**src/rtl/seq_det_pkg.sv**
```systemverilog
// ----------------------------------------------------------------------------
// seq_det_pkg
//
// Shared definitions for the programmable serial pattern detector.
// The power-up configuration is a non-overlapping "1010" detector, the same
// behaviour as the fixed 4-bit Mealy detectors this block replaces.
//
// Contents:
//   DEF_PATTERN  - reset pattern (zero-extended to MAX_LEN by the user)
//   DEF_LEN      - reset pattern length
//   DEF_OVERLAP  - reset overlap mode (0 = non-overlapping)
//   len_legal()  - legality check for a requested pattern length
// ----------------------------------------------------------------------------
package seq_det_pkg;

   localparam logic [3:0] DEF_PATTERN = 4'b1010;
   localparam int         DEF_LEN     = 4;
   localparam logic       DEF_OVERLAP = 1'b0;

   // A length is legal when it selects at least one bit and does not exceed
   // the physical window size.
   function automatic logic len_legal(input int len, input int max_len);
      return (len >= 1) && (len <= max_len);
   endfunction

endpackage

```
**src/rtl/sat_counter.sv**
```systemverilog
// ----------------------------------------------------------------------------
// sat_counter
//
// Up-counter that holds at all-ones instead of wrapping.
//
// Ports:
//   clk    - clock, rising edge
//   reset  - synchronous, active-high; clears the count
//   clr    - synchronous clear (priority over inc)
//   inc    - increment by one unless already saturated
//   q      - current count
// ----------------------------------------------------------------------------
module sat_counter #(
   parameter int W = 8
) (
   input  logic         clk,
   input  logic         reset,
   input  logic         clr,
   input  logic         inc,
   output logic [W-1:0] q
);

   logic [W-1:0] q_reg;
   logic [W-1:0] q_next;

   always_comb begin
      q_next = q_reg;
      if (clr) begin
         q_next = '0;
      end else if (inc && (q_reg != {W{1'b1}})) begin
         q_next = q_reg + W'(1);
      end
   end

   always_ff @(posedge clk) begin
      if (reset) begin
         q_reg <= '0;
      end else begin
         q_reg <= q_next;
      end
   end

   assign q = q_reg;

endmodule

```
**src/rtl/seq_detector_param.sv**
```systemverilog
// ----------------------------------------------------------------------------
// seq_detector_param
//
// Runtime-programmable serial bit-pattern detector with Mealy match output.
// The pattern (1..MAX_LEN bits), its length and the overlap mode are loaded
// through a config port; the block then watches a qualified serial stream.
//
// Parameters:
//   MAX_LEN  - maximum pattern length (must be >= 4)
//   CNT_W    - width of the saturating match counter
//   LEN_W    - width of length fields (derived)
//
// Ports:
//   clk          - clock, rising edge
//   reset        - synchronous, active-high
//   cfg_load     - capture cfg_pattern/cfg_len/cfg_overlap this cycle
//   cfg_pattern  - pattern; bit cfg_len-1 is received first, bit 0 last
//   cfg_len      - pattern length, legal 1..MAX_LEN
//   cfg_overlap  - 1 = overlapping matches, 0 = non-overlapping
//   d_valid      - d carries a stream bit this cycle
//   d            - serial data bit
//   match        - combinational match for the bit presented this cycle
//   match_cnt    - matches since reset/last legal load, saturating
//   cfg_err      - sticky flag: a load requested an illegal length
// ----------------------------------------------------------------------------
module seq_detector_param
   import seq_det_pkg::*;
#(
   parameter  int MAX_LEN = 8,
   parameter  int CNT_W   = 8,
   localparam int LEN_W   = $clog2(MAX_LEN + 1)
) (
   input  logic               clk,
   input  logic               reset,
   input  logic               cfg_load,
   input  logic [MAX_LEN-1:0] cfg_pattern,
   input  logic [LEN_W-1:0]   cfg_len,
   input  logic               cfg_overlap,
   input  logic               d_valid,
   input  logic               d,
   output logic               match,
   output logic [CNT_W-1:0]   match_cnt,
   output logic               cfg_err
);

   // ------------------------------------------------------------------------
   // State
   // ------------------------------------------------------------------------
   logic [MAX_LEN-2:0] hist_reg,    hist_next;     // newest accepted bit in bit 0
   logic [LEN_W-1:0]   fill_reg,    fill_next;     // accepted bits, saturating
   logic [MAX_LEN-1:0] pat_reg,     pat_next;
   logic [LEN_W-1:0]   len_reg,     len_next;
   logic               ovl_reg,     ovl_next;
   logic               cfg_err_reg, cfg_err_next;

   // ------------------------------------------------------------------------
   // Window compare
   // ------------------------------------------------------------------------
   logic [MAX_LEN-1:0] window;
   logic [MAX_LEN-1:0] len_mask;
   logic               cfg_legal;
   logic               accept;
   logic               win_eq;
   logic               fill_ok;
   logic               match_int;
   logic               cnt_clr;

   assign cfg_legal = len_legal(int'(cfg_len), MAX_LEN);
   assign accept    = d_valid & ~cfg_load;

   // The full-width candidate always has d in bit 0; bits at or above len are
   // masked off, so history older than the pattern never affects the compare.
   assign window = {hist_reg, d};

   generate
      for (genvar gi = 0; gi < MAX_LEN; gi++) begin : g_mask
         assign len_mask[gi] = (len_reg > LEN_W'(gi));
      end
   endgenerate

   assign win_eq = (((window ^ pat_reg) & len_mask) == '0);

   // At least len-1 bits must already be in history for the window to be
   // genuine; the compare is done one bit wider so len-1 never underflows.
   assign fill_ok = (({1'b0, fill_reg} + (LEN_W + 1)'(1)) >= {1'b0, len_reg});

   assign match_int = ~reset & accept & win_eq & fill_ok;

   // ------------------------------------------------------------------------
   // Next-state logic
   // ------------------------------------------------------------------------
   always_comb begin
      hist_next    = hist_reg;
      fill_next    = fill_reg;
      pat_next     = pat_reg;
      len_next     = len_reg;
      ovl_next     = ovl_reg;
      cfg_err_next = cfg_err_reg;

      if (cfg_load) begin
         if (cfg_legal) begin
            pat_next  = cfg_pattern;
            len_next  = cfg_len;
            ovl_next  = cfg_overlap;
            hist_next = '0;
            fill_next = '0;
         end else begin
            // Illegal length: keep the running configuration intact.
            cfg_err_next = 1'b1;
         end
      end else if (d_valid) begin
         hist_next = {hist_reg[MAX_LEN-3:0], d};
         if (match_int && !ovl_reg) begin
            // Non-overlapping: forget the matched window entirely.
            fill_next = '0;
         end else if (fill_reg != LEN_W'(MAX_LEN)) begin
            fill_next = fill_reg + LEN_W'(1);
         end
      end
   end

   always_ff @(posedge clk) begin
      if (reset) begin
         hist_reg    <= '0;
         fill_reg    <= '0;
         pat_reg     <= MAX_LEN'(DEF_PATTERN);
         len_reg     <= LEN_W'(DEF_LEN);
         ovl_reg     <= DEF_OVERLAP;
         cfg_err_reg <= 1'b0;
      end else begin
         hist_reg    <= hist_next;
         fill_reg    <= fill_next;
         pat_reg     <= pat_next;
         len_reg     <= len_next;
         ovl_reg     <= ovl_next;
         cfg_err_reg <= cfg_err_next;
      end
   end

   // ------------------------------------------------------------------------
   // Match counter: cleared only by a legal load (or reset)
   // ------------------------------------------------------------------------
   assign cnt_clr = cfg_load & cfg_legal;

   sat_counter #(
      .W (CNT_W)
   ) u_match_cnt (
      .clk   (clk),
      .reset (reset),
      .clr   (cnt_clr),
      .inc   (match_int),
      .q     (match_cnt)
   );

   assign match   = match_int;
   assign cfg_err = cfg_err_reg;

endmodule

```
**config.mk**
```make
export PLATFORM = sky130hd
export DESIGN_NAME = seq_detector_param
export DESIGN_NICKNAME = d
export VERILOG_FILES = /design/src/rtl/seq_det_pkg.sv /design/src/rtl/sat_counter.sv /design/src/rtl/seq_detector_param.sv
export SDC_FILE = /design/constraint.sdc
export NUM_CORES = 1
export LEC_CHECK = 0
export CAP_MARGIN = 20
export CORE_MARGIN = 1.5
export CORE_UTILIZATION = 47
export CTS_CLUSTER_DIAMETER = 40
export DETAILED_ROUTE_END_ITERATION = 16
export GPL_TIMING_DRIVEN = 0
export PLACE_DENSITY = 0.72
export SETUP_SLACK_MARGIN = 0.15
export SYNTH_ARGS = -nofsm -noshare
export SYNTH_HDL_FRONTEND = slang
export SYNTH_SLANG_ARGS = --single-unit
```
**constraint.sdc**
```tcl
create_clock -name clk -period 2.1 [get_ports clk]
set_input_delay 0.42 -clock clk [delete_from_list [all_inputs] [get_ports clk]]
set_output_delay 0.42 -clock clk [all_outputs]
set_load 0.02 [all_outputs]
```
# Word level (Yosys, flattened, before mapping)
# Cells that the tools add are included.
# totals
inputBits,18
output_inout_bits,10
wordCells,54
register_bits,33
# op_classes
reduce_logical,12
n_lt_le_gt_ge,11
addsub,3
muxes,8
eq_ne,3
bitwise_logic,10
# op_table
cell,count
two-way mux 7 bit,3
two-way mux 4 bit,5
> comparator 4 x 3 -> 1 bit (second input constant),4
adder 8 x 1 -> 8 bit (second input constant),1
AND 8 bit,1
> comparator 4 x 1 -> 1 bit (second input constant),2
> comparator 4 x 2 -> 1 bit (second input constant),2
logical NOT 8 bit,1
inequality test 8 bit (second input constant),1
XOR 8 bit,1
AND reduction 2 bit,3
adder 4 x 1 -> 5 bit (second input constant),1
AND 1 bit,5
>= comparator 5 x 4 -> 1 bit,1
adder 4 x 1 -> 4 bit (second input constant),1
>= comparator 4 x 1 -> 1 bit (second input constant),1
<= comparator 4 bit (second input constant),1
inequality test 4 bit (second input constant),1
logical AND 1 bit,3
inverter 1 bit,3
AND reduction 3 bit,1
nonzero test 3 bit,1
inequality test 2 x 1 -> 1 bit (second input constant),1
nonzero test 2 bit,1
2 further kinds,2

# Longest topological paths before layout
# Gate-level depths: netlist of the first run.
# depth
word_depth,9
ltp_mapped,9
depth_no_buf,8

# Modules after synthesis
# From an unflattened synthesis of the first run, not the netlist that was laid out.
# unflattened
cells_unflattened,211
hier_area_um2,1756.7
# modules_own_cells
mod,instances,seq_area_each_um2,cells_per_inst,area_per_inst_um2
seq_detector_param,1,500.5,164,1321.3
sat_counter,1,160.2,47,435.4

# Least setup slack after synthesis of the first run
# No wires, ideal clock.
# synth_path
kind,flip-flop to flip-flop
startpoint,reg fill_reg[0]
endpoint,"reg u_match_cnt.q_reg[5], in the netlist u_match_cnt.q[5]"
required_ns,1.985
path_stages_with_launch,10
synth_period_minus_slack_ns,2.162
t_arrival_ns,2.047
path_buffers,1
path_slack_ns,-0.062
setup_time_ns,0.115
path_cell_list,dfxtp_1 -> inv_1 -> ha_1 -> ha_1 -> a211oi_1 -> o21a_1 -> nand4b_1 -> clkbuf_1 -> nor4_1 -> o21a_1
# synth_via
elab_chain_cells,4
# synth_lines
element,line_no,rtl
"start, declared",seq_detector_param.sv:50,"logic [LEN_W-1:0] fill_reg, fill_next;"
"start signal, assigned",seq_detector_param.sv:132,fill_reg <= fill_next;
adder 4 x 1 -> 5 bit,seq_detector_param.sv:85,"assign fill_ok = (({1'b0, fill_reg} + (LEN_W + 1)'(1)) >= {1'b0, len_reg});"
>= comparator 5 x 4 -> 1 bit,seq_detector_param.sv:85,
AND 1 bit,seq_detector_param.sv:87,assign match_int = ~reset & accept & win_eq & fill_ok;
logical AND 1 bit,sat_counter.sv:30,end else if (inc && (q_reg != {W{1'b1}})) begin
"end signal, assigned",sat_counter.sv:39,q_reg <= q_next;
"end, declared",sat_counter.sv:23,logic [W-1:0] q_reg;
# Every way passes these cells.
# A chain may end at the register's enable or synchronous reset.

# Worst setup path after layout of the first run
# layout_path
startpoint,reg fill_reg[1]
endpoint,out match
# layout_via
elab_chain_cells,3
# layout_lines
element,line_no,rtl
adder 4 x 1 -> 5 bit,seq_detector_param.sv:85,
>= comparator 5 x 4 -> 1 bit,seq_detector_param.sv:85,
AND 1 bit,seq_detector_param.sv:87,
"end, declared",seq_detector_param.sv:41,"output logic match,"
# Every way passes these cells.

==> impl_results.md, run 1 <==
- Clk slew on worst S/H paths: between 100 and 150 ps
- Antenna violations before repair: 0
- Syn_area_per_cell: 7.93 sq um
- Synth top area share: 0.401
- Max VDD drop: ~0.00045 V
- Fill cell count: roughly 290
- Max Cap Viol: 0
- Final Skew: between 7 and 8 ps
- WP data required: ~1700 ps
- Fmax: around 440 MHz
- Most frequent cells in the layout: 36 x nand2_1, 29 x dfxtp_1, 26 x a21oi_1
- Period utilisation layout: 1.09
- Synth unique cells: 35
- CTS H-tree lvls: 2
- Leading cell type in the layout, fill and taps excluded: nand2_1
- Post-synth EDFFs: 0
- Die ar.: just under 4000 sq um
- First-pass DRT Iterations: 4
- FP Rows: 21
- Unrepaired setup endpoints after global routing: true
- Status: complete, but fails checks
- Final setup margin: -194 ps
- Power Density: roughly 600 nW/um^2
- Number of buffers inserted by port buffering: 26
- Primary FF master, synth: dfxtp_1
- Core area: between 3000 and 4000 sq um
- CTS tree: done
- Initial core utilization: 0.490
- Post-DRT Antenna Nets: 0
- Clock tree buffer depth: 2
- # diodes: 0
- Count of final hold-check violations: 0
- Warnings, synthesis: 0
- Footprint of the multi-input gates: 1040 sq um
- Crit path kind: flop to primary output
- Synthesized instance count: about 210
- LEAKAGE: 0.799 nW
- Slew HR: 0.621
- Total track usage: 0.220
- Cell area after layout: 2290 sq um
- Crit. End Element: primary output
- First-pass GRT wire length: 6680 um
- CTS sink cnt: 33
- Net Count, Synth: 233
- Share of layout cells above drive strength 1: 0.202
- Clk_lat worst skew: between 300 and 400 ps
- Die Wd: approximately 62 um
- Tot Pwr: about 1.4 mW
- Drt drc: 0
- Die height: 62.2 um
- Final net count: 276
- Post-Route WL: between 4000 and 5000 um
- DP Wirelength: between 2000 and 3000 um
- Register area share after synthesis: 0.401
- Post-synthesis register bit count: 33
- Register cell area after layout: between 600 and 700 sq um
- HP Class: flop to flop
- Drt wl/cell: between 10 and 15 um
- Post-synth ARST share: 0
- Worst path arrival time: 1870 ps
- Vias per cell: between 5 and 6
- I/O pin count: 28
- CP Launch Type: flop
- Vias: about 1600
- GPL Wtd Cong: ~0.77
- Clock root buffer: clkbuf_4
- Tmin final: ~2300 ps
- Failing checks: setup timing
- Pins Over Slew Limit: 0
- CTS Buf Count: 5
- Crit Path Max Fanout: 4
- Area grow syn2layout: 38.9%
- DP Area: slightly below 2000 sq um
- GR Overflow Total: 0
- Vias in the first global route: between 1000 and 1500
- Mapped cell area: approximately 1600 sq um
- Worst-Margin Slew: between 500 and 600 ps
- Synth area leaders: dfxtp_1 40%, nand2_1 8.2%, a21oi_1 7.9%, ha_1 5.3%, nand3_1 4.9%
- Cell taking the most area after synthesis: dfxtp_1
- Largest net degree at the start of global routing: 11
- Iteration-0 DRC count of the detailed router: approximately 110
- Final setup viols: 7
- Fin util: 0.681
[synthesized netlist by cell type, drive strengths merged, types with 2 or more instances]
master	n
ha	7
o31ai	2
a211o	2
dfxtp	33
a21oi	26
or4	2
nor2	8
o21a	3
nor3	8
o22ai	3
o211ai	2
buf	2
or3	2
nand4	2
a211oi	3
o21ai	8
inv	10
nand2b	3
clkbuf	8
nand2	36
xnor2	8
nand3	16
xor2	3
nand3b	2
a31oi	2
[repair_timing]
action,4_1_cts,5_1_grt
hold buffers,0,0
buffers inserted,10,1
cloned,0,0
pin swaps,9,15
endpoints found under the setup margin,23,14
gates resized for setup,28,14
[cell type report]
| class | instances | share of cell area |
|---|---|---|
| Multi-Input combinational cell | 155 | 0.455 |
| Sequential cell | 33 | 0.293 |
| Timing Repair Buffer | 37 | 0.151 |
| Tap cell | 46 | 0.0251 |
| Clock buffer | 7 | 0.0240 |
| Buffer | 9 | 0.0229 |
| Inverter | 10 | 0.0164 |
| Clock inverter | 1 | 0.0131 |
[layer usage]
| metal | vias to the layer above | share of wire | global-route usage |
|---|---|---|---|
| met1 | 753 | 0.42 | 0.271 |
| li1 | 813 | - | - |
| met4 | 0 | 0.021 | 0.106 |
| met2 | 48 | 0.50 | 0.353 |
| met5 | - | 0 | 0 |
| met3 | 6 | 0.055 | 0.0634 |
[final timing paths]
kind / startpoint / to / slack, ps / depth (start not counted)
max: fill_reg[1]$_SDFFE_PP0P_ / match / -190 / 7
min: pat_reg[0]$_SDFFE_PP0P_ / pat_reg[0]$_SDFFE_PP0P_ / 470 / 2
min reg2reg: pat_reg[0]$_SDFFE_PP0P_ / pat_reg[0]$_SDFFE_PP0P_ / 470 / 2
max reg2reg: fill_reg[1]$_SDFFE_PP0P_ / u_match_cnt.q[3]$_SDFFE_PP0P_ / -170 / 10
[report_power, final]
part	switching (mW)	leakage, nW	internal [mW]	total (mW)
clock	0.227	0.0455	0.284	0.511
sequential	0.0184	0.271	0.643	0.662
combinational	0.0980	0.483	0.0979	0.196
total	0.343	0.799	1.03	1.37
[metrics by stage]
stage / worst slack (ps) / TNS, ps / instances / hold WS [ps]
detailed placement: -804 / -9490 / 280 / 463
floorplan: 68.4 / 0 / 208 / 437
finish: -194 / -1020 / 298 / 474
CTS: -190 / -916 / 298 / 477
global placement: -782 / -9040 / 280 / 455
global route: -265 / -1720 / 298 / 492
[critical path, cell delays in order (launching register included)]
cell and delay (ps):
dfxtp_4 390, ha_4 190, xor2_2 160, ha_4 270, o21ai_1 60, o21a_1 210, nor2_1 100, buf_4 150
[cells by family (layout without fill, tap and decap cells)]
kind of cell	count (synthesis)	after routing	synth area share
and+or+nand+nor	84	84	0.248
xor gates and xnor gates	11	11	0.0584
AOI/OAI and AO/OA	53	53	0.189
adders and majority gates	7	7	0.0531
buffers and inverters	20	64	0.0508
DFF	33	33	0.401
(Power assumes the default switching activity.)
==> inputs of run 2 (changes only) <==
- CTS_CLUSTER_DIAMETER: 40 -> 120
==> results of run 2 <==
The final DEF is identical to that of run 1; final timing and power are the same.
